==> src/rtl/rx_bit_sampler_if.sv <==
// rtl/rx_bit_sampler_if.sv - serial line, control and sampled-bit bundle for rx_bit_sampler
interface rx_bit_sampler_if #(
    parameter int PRESC_W = 6
);
    logic               RX_IN;
    logic [PRESC_W-1:0] Prescale;
    logic               Sample_En;
    logic               Parity_En;
    logic               Sampled_bit;
    logic               Bit_Available;
    logic [3:0]         Bit_Cnt;
    logic [PRESC_W-1:0] Edge_Cnt;
    logic               Frame_Done;
    logic               Start_Glitch;

    modport master (
        output RX_IN, Prescale, Sample_En, Parity_En,
        input  Sampled_bit, Bit_Available, Bit_Cnt, Edge_Cnt, Frame_Done, Start_Glitch
    );

    modport slave (
        input  RX_IN, Prescale, Sample_En, Parity_En,
        output Sampled_bit, Bit_Available, Bit_Cnt, Edge_Cnt, Frame_Done, Start_Glitch
    );
endinterface

==> src/rtl/rx_bit_sampler.sv <==
// rtl/rx_bit_sampler.sv - UART RX oversampling, 2-of-3 bit vote and frame timing; false-start abort under RX_START_GLITCH_CHK_EN
module rx_bit_sampler #(
    parameter int PRESC_W  = 6,
    parameter int FRAME_DW = 8
) (
    input logic             CLK,
    input logic             RST,
    rx_bit_sampler_if.slave rx_if
);
    localparam logic [3:0] LAST_NOPAR = 4'(FRAME_DW + 1);
    localparam logic [3:0] LAST_PAR   = 4'(FRAME_DW + 2);

    logic [PRESC_W-1:0] presc_q, presc_d;
    logic [PRESC_W-1:0] edge_q, edge_d;
    logic [3:0]         bit_q, bit_d;
    logic [2:0]         shift_q, shift_d;
    logic               sbit_q, sbit_d;
    logic               bavail_q, bavail_d;
    logic               fdone_q, fdone_d;

    logic [PRESC_W-1:0] p_eff;
    logic [PRESC_W-1:0] h_c;
    logic [PRESC_W-1:0] h_m1;
    logic [PRESC_W-1:0] h_p1;
    logic [PRESC_W-1:0] tick_last;
    logic [PRESC_W-1:0] tick_pre_last;
    logic [3:0]         last_bit;
    logic               vote;
    logic               glitch;

    // Unsupported ratios fall back to 8 so the vote window always fits in the bit.
    always_comb begin
        if (presc_q == PRESC_W'(8) || presc_q == PRESC_W'(16) || presc_q == PRESC_W'(32)) begin
            p_eff = presc_q;
        end else begin
            p_eff = PRESC_W'(8);
        end
    end

    assign h_c           = p_eff >> 1;
    assign h_m1          = h_c - PRESC_W'(1);
    assign h_p1          = h_c + PRESC_W'(1);
    assign tick_last     = p_eff - PRESC_W'(1);
    assign tick_pre_last = p_eff - PRESC_W'(2);
    assign last_bit      = rx_if.Parity_En ? LAST_PAR : LAST_NOPAR;

    // All three samples are in place during the strobe cycle, so the vote is read straight from them.
    assign vote = (shift_q[0] & shift_q[1]) | (shift_q[0] & shift_q[2]) | (shift_q[1] & shift_q[2]);

`ifdef RX_START_GLITCH_CHK_EN
    assign glitch = bavail_q && (bit_q == 4'd0) && vote;
`else
    assign glitch = 1'b0;
`endif

    always_comb begin
        presc_d  = presc_q;
        edge_d   = edge_q;
        bit_d    = bit_q;
        shift_d  = shift_q;
        sbit_d   = sbit_q;
        bavail_d = 1'b0;
        fdone_d  = 1'b0;

        if (bavail_q) begin
            sbit_d = vote;
        end

        if (!rx_if.Sample_En) begin
            presc_d = rx_if.Prescale;
            edge_d  = '0;
            bit_d   = '0;
        end else if (glitch) begin
            edge_d = '0;
            bit_d  = '0;
        end else begin
            if (edge_q == tick_last) begin
                edge_d = '0;
                // Wrap also covers an illegal mid-frame Parity_En drop, keeping Bit_Cnt bounded.
                bit_d  = (bit_q >= last_bit) ? 4'd0 : bit_q + 4'd1;
            end else begin
                edge_d = edge_q + PRESC_W'(1);
            end

            if (edge_q == h_m1 || edge_q == h_c || edge_q == h_p1) begin
                shift_d = {shift_q[1:0], rx_if.RX_IN};
            end

            if (edge_q == h_p1) begin
                bavail_d = 1'b1;
            end

            if (edge_q == tick_pre_last && bit_q == last_bit) begin
                fdone_d = 1'b1;
            end
        end
    end

    always_ff @(posedge CLK or negedge RST) begin
        if (!RST) begin
            presc_q  <= PRESC_W'(8);
            edge_q   <= '0;
            bit_q    <= '0;
            shift_q  <= 3'b111;
            sbit_q   <= 1'b1;
            bavail_q <= 1'b0;
            fdone_q  <= 1'b0;
        end else begin
            presc_q  <= presc_d;
            edge_q   <= edge_d;
            bit_q    <= bit_d;
            shift_q  <= shift_d;
            sbit_q   <= sbit_d;
            bavail_q <= bavail_d;
            fdone_q  <= fdone_d;
        end
    end

    assign rx_if.Sampled_bit   = bavail_q ? vote : sbit_q;
    assign rx_if.Bit_Available = bavail_q;
    assign rx_if.Bit_Cnt       = bit_q;
    assign rx_if.Edge_Cnt      = edge_q;
    assign rx_if.Frame_Done    = fdone_q;
    assign rx_if.Start_Glitch  = glitch;
endmodule

==> src/flat_wrapper.sv <==
// flat-port wrapper written by rule: the top's interface ports become plain ports
module rx_bit_sampler_flat 
#(
    parameter int PRESC_W  = 6,
    parameter int FRAME_DW = 8
)
  (CLK, RST, rx_if_RX_IN, rx_if_Prescale, rx_if_Sample_En, rx_if_Parity_En, rx_if_Sampled_bit, rx_if_Bit_Available, rx_if_Bit_Cnt, rx_if_Edge_Cnt, rx_if_Frame_Done, rx_if_Start_Glitch);
  rx_bit_sampler_if #(.PRESC_W(PRESC_W)) rx_if_i ();
  input logic CLK;
  input logic RST;
  input wire logic [$bits(rx_if_i.RX_IN)-1:0] rx_if_RX_IN;
  input wire logic [$bits(rx_if_i.Prescale)-1:0] rx_if_Prescale;
  input wire logic [$bits(rx_if_i.Sample_En)-1:0] rx_if_Sample_En;
  input wire logic [$bits(rx_if_i.Parity_En)-1:0] rx_if_Parity_En;
  output wire logic [$bits(rx_if_i.Sampled_bit)-1:0] rx_if_Sampled_bit;
  output wire logic [$bits(rx_if_i.Bit_Available)-1:0] rx_if_Bit_Available;
  output wire logic [$bits(rx_if_i.Bit_Cnt)-1:0] rx_if_Bit_Cnt;
  output wire logic [$bits(rx_if_i.Edge_Cnt)-1:0] rx_if_Edge_Cnt;
  output wire logic [$bits(rx_if_i.Frame_Done)-1:0] rx_if_Frame_Done;
  output wire logic [$bits(rx_if_i.Start_Glitch)-1:0] rx_if_Start_Glitch;
  assign rx_if_i.RX_IN = rx_if_RX_IN;
  assign rx_if_i.Prescale = rx_if_Prescale;
  assign rx_if_i.Sample_En = rx_if_Sample_En;
  assign rx_if_i.Parity_En = rx_if_Parity_En;
  assign rx_if_Sampled_bit = rx_if_i.Sampled_bit;
  assign rx_if_Bit_Available = rx_if_i.Bit_Available;
  assign rx_if_Bit_Cnt = rx_if_i.Bit_Cnt;
  assign rx_if_Edge_Cnt = rx_if_i.Edge_Cnt;
  assign rx_if_Frame_Done = rx_if_i.Frame_Done;
  assign rx_if_Start_Glitch = rx_if_i.Start_Glitch;
  rx_bit_sampler #(.PRESC_W(PRESC_W), .FRAME_DW(FRAME_DW)) u_core (.CLK(CLK), .RST(RST), .rx_if(rx_if_i));
endmodule
==> config.mk <==
export PLATFORM = sky130hd
export DESIGN_NAME = rx_bit_sampler_flat
export DESIGN_NICKNAME = d
export VERILOG_FILES = /design/src/rtl/rx_bit_sampler_if.sv /design/src/rtl/rx_bit_sampler.sv /design/src/flat_wrapper.sv
export SDC_FILE = /design/constraint.sdc
export NUM_CORES = 1
export LEC_CHECK = 0
export CAP_MARGIN = 15
export CORE_ASPECT_RATIO = 0.6
export CORE_MARGIN = 3
export CORE_UTILIZATION = 42
export CTS_CLUSTER_SIZE = 12
export DETAILED_ROUTE_END_ITERATION = 16
export DONT_BUFFER_PORTS = 1
export PLACE_DENSITY = 0.6
export SLEW_MARGIN = 20
export SYNTH_ARGS = -nofsm -noshare
export SYNTH_HDL_FRONTEND = slang
export SYNTH_SLANG_ARGS = --single-unit
==> constraint.sdc <==
create_clock -name CLK -period 1.9 [get_ports CLK]
set_input_delay 0.285 -clock CLK [delete_from_list [all_inputs] [get_ports CLK]]
set_output_delay 0.285 -clock CLK [all_outputs]
set_load 0.01 [all_outputs]
==> flow_metrics.env, run 1 <==
export IMPL_status="finished, violations left"
export IMPL_failed_checks="hold timing, setup timing"
export IMPL_setup_viol=14
export IMPL_drv_slew=0
export IMPL_maxCapViolCount=0
export IMPL_wl_um=4550
export IMPL_die_y_um=55.6
export IMPL_clkSinkCount=22
export IMPL_dieArea_sq_mm=0.00492
export IMPL_worstPathCellList="or4_4 > buf_6 > o21ai_4 > nand4b_4 > or4_4 > a21oi_2"
export IMPL_clockBufferDepth=2
export IMPL_ys_seq_area_share_pct=32.4
export IMPL_clk_pin_slew_worst_paths_ps=80
export IMPL_critPathMaxFanout=5
export IMPL_via_per_inst=5.94
export IMPL_grt_overflow_total=0
export IMPL_slowest_delay_ps=580
export IMPL_final_common_cell="buf_4"
export IMPL_reg2reg_depth=6
export IMPL_synth_seq_cells=22
export IMPL_grt_max_degree=23
export IMPL_synth_ff_type="dfrtp_1"
export IMPL_slew_headroom_pct=65.5
export IMPL_port_buffer_count=0
export IMPL_hpwl_um=3210
export IMPL_grt_pass1_vias=1504
export IMPL_cpLargestDelayFamily="simple AND/OR/NAND/NOR gates"
export IMPL_regToRegSetupSlack_ps=-210
export IMPL_yosysTopAreaCellShare_pct=24.7
export IMPL_antenna_found_initial=0
export IMPL_grt_use_total_pct=19.5
export IMPL_r2r_end="u_core.rx_if.Bit_Cnt[3]"
export IMPL_postLayoutSetupSlackWorst_ps=-213
export IMPL_holdWs_ps=-18.2
export IMPL_cts_root_buf="clkbuf_8"
export IMPL_ant_nets=0
export IMPL_drt_iter0_drc=148
export IMPL_synth_edf_count=0
export IMPL_area_delta_synth_final_pct=27.4
export IMPL_drc_errors=0
export IMPL_finalHoldViolations=17
export IMPL_cp_start_kind="register"
export IMPL_synth_area_leaders="dfrtp_1 (25%), dfstp_2 (7.6%), ha_1 (5.8%), mux2_2 (4.6%), xnor2_1 (4.1%)"
export IMPL_layout_drive_gt1_share_pct=38.9
export IMPL_startpoint="u_core.presc_q[0]"
export IMPL_clock_latency_ps=260
export IMPL_wl_per_cell_um=18.2
export IMPL_total_leakage_power_nw=0.917
export IMPL_design_area_sq_mm=0.00219
export IMPL_ir_drop_mv=0.251
export IMPL_cp_num_buf_inv=1
export IMPL_fin_nets=223
export IMPL_dpl_cell_area_sq_mm=0.00198
export IMPL_cts_buffers=3
export IMPL_yosysTopAreaCell="dfrtp_1"
export IMPL_finalPower_w=0.00136
export IMPL_initial_core_util_pct=45.2
export IMPL_crit_arrival_ps=2310
export IMPL_fin_crit_sh_pct=111
export IMPL_crit_top_cell="or4_4"
export IMPL_grt_pass1_wl_um=7490
export IMPL_io_pins=25
export IMPL_vias=1485
export IMPL_place_congestion=0.976
export IMPL_worst_pin_slew_ps=517
export IMPL_slowest_stage="or4_4"
export IMPL_rsz0062_at_grt="true"
export IMPL_period_minus_slack_ps=2110
export IMPL_layout_common_cells="buf_4 (24), dfrtp_1 (17), conb_1 (9)"
export IMPL_crit_reg2reg_launch="u_core.presc_q[0]"
export IMPL_dr_pass1_iters=5
export IMPL_yosys_warnings=0
export IMPL_die_w_um=88.6
export IMPL_hp_class="input pin to async pin"
export IMPL_cts_tree="yes"
export IMPL_insertedDiodeCount=0
export IMPL_ys_async_sr_fraction_pct=100
export IMPL_netlist_instances=170
export IMPL_design_core_area_sq_mm=0.00381
export IMPL_path_class="register to register"
export IMPL_cp_end_kind="register"
export IMPL_htreeDepth=1
export IMPL_crit_required_ps=2100
export IMPL_power_density_mw_per_mm2=620
export IMPL_final_setup_tns_ps=-1720
export IMPL_skew_ps=2.09
export IMPL_syn_avg_cell_area_sq_um=10.1
export IMPL_synth_area_sq_mm=0.00172
export IMPL_yosysUniqueCellTypes=60
export IMPL_row_count=17
export IMPL_max_freq_mhz=473
==> per-layer routing <==
metal  global-route usage, %  wire (um)
met3                    4.77        325
met2                    31.8       2100
met5                       0          0
met4                    2.80         46
met1                    26.5       2080
==> flip-flops by register name, indices dropped and copies added (netlist names) <==
register / flops
u_core.presc_q: 6
u_core.rx_if.Bit_Available: 1
u_core.rx_if.Bit_Cnt: 4
u_core.rx_if.Edge_Cnt: 6
u_core.rx_if.Frame_Done: 1
u_core.sbit_q: 1
u_core.shift_q: 3
==> power by group <==
group / total (W) / switching (W) / leakage [nW] / internal (W)
logic: 0.000412 / 0.000206 / 0.612 / 0.000206
registers: 0.000598 / 0.0000512 / 0.276 / 0.000547
clock network: 0.000348 / 0.000163 / 0.0288 / 0.000185
==> worst max path at each step <==
stage | depth (start not counted) | slack [ps] | end
2_1_floorplan | 6 | -200 | u_core.shift_q[0]
3_3_place_gp | 6 | -210 | u_core.rx_if.Bit_Cnt[3]
3_5_place_dp | 6 | -240 | u_core.rx_if.Bit_Cnt[3]
4_1_cts | 6 | -210 | u_core.rx_if.Bit_Cnt[3]
5_1_grt | 7 | -280 | u_core.rx_if.Frame_Done
6_report | 6 | -210 | u_core.rx_if.Bit_Cnt[3]
==> logic make-up after synthesis <==
group	Yosys count	share of synthesized area (%)
xor+xnor	15	9.75
fa+ha+maj	9	6.40
other cells	2	0.437
buf+inv	15	4.00
simple gates	61	24.1
compound gates	38	17.8
mux	8	5.17
flops	22	32.4
==> per-stage QoR <==
stage | setup WS, ps | utilization [%] | instances | hold WS, ps
2_1_floorplan | -197 | - | 177 | -10.6
3_3_place_gp | -214 | 52.1 | 243 | -9.88
3_5_place_dp | -237 | 52.1 | 243 | -10.1
4_1_cts | -212 | 56.7 | 250 | 156
5_1_grt | -284 | 57.5 | 250 | 19.7
6_report | -213 | 57.5 | 250 | -18.2
==> cells in the mapped netlist (all sizes together), types with 5 or more instances <==
cell and count:
nand2 7, nand3 8, nor2 6, o211ai 6, inv 5, and3 6, xnor2 9, dfrtp 17
dfstp 5, ha 8, nand4 5, mux2 7, o21ai 10, clkbuf 7, a21oi 7
==> layout make-up <==
type,instances,area [sq um]
sequential,22,557
clock buffer,4,55.1
multi-input combinational,140,1220
timing repair buffer,32,282
fill,321,1620
tap,47,58.8
inverter,5,18.8
==> repair_timing <==
item	CTS	global route
setup endpoints to repair	14	14
resized for setup	16	8
pin swaps	18	4
hold buffers	1	0
setup buffers	2	0
endpoints found under the hold margin	22	0
Note: power is estimated with default switching activity, not from simulation.
==> run 2: changes to the inputs <==
--- a/config.mk
+++ b/config.mk
@@ -5,6 +5,7 @@
 export SDC_FILE = /design/constraint.sdc
 export NUM_CORES = 1
 export LEC_CHECK = 0
+export ABC_AREA = 0
 export CAP_MARGIN = 15
 export CORE_ASPECT_RATIO = 0.6
 export CORE_MARGIN = 3
==> results of run 2 <==
The final DEF is identical to that of run 1; final timing and power are the same.
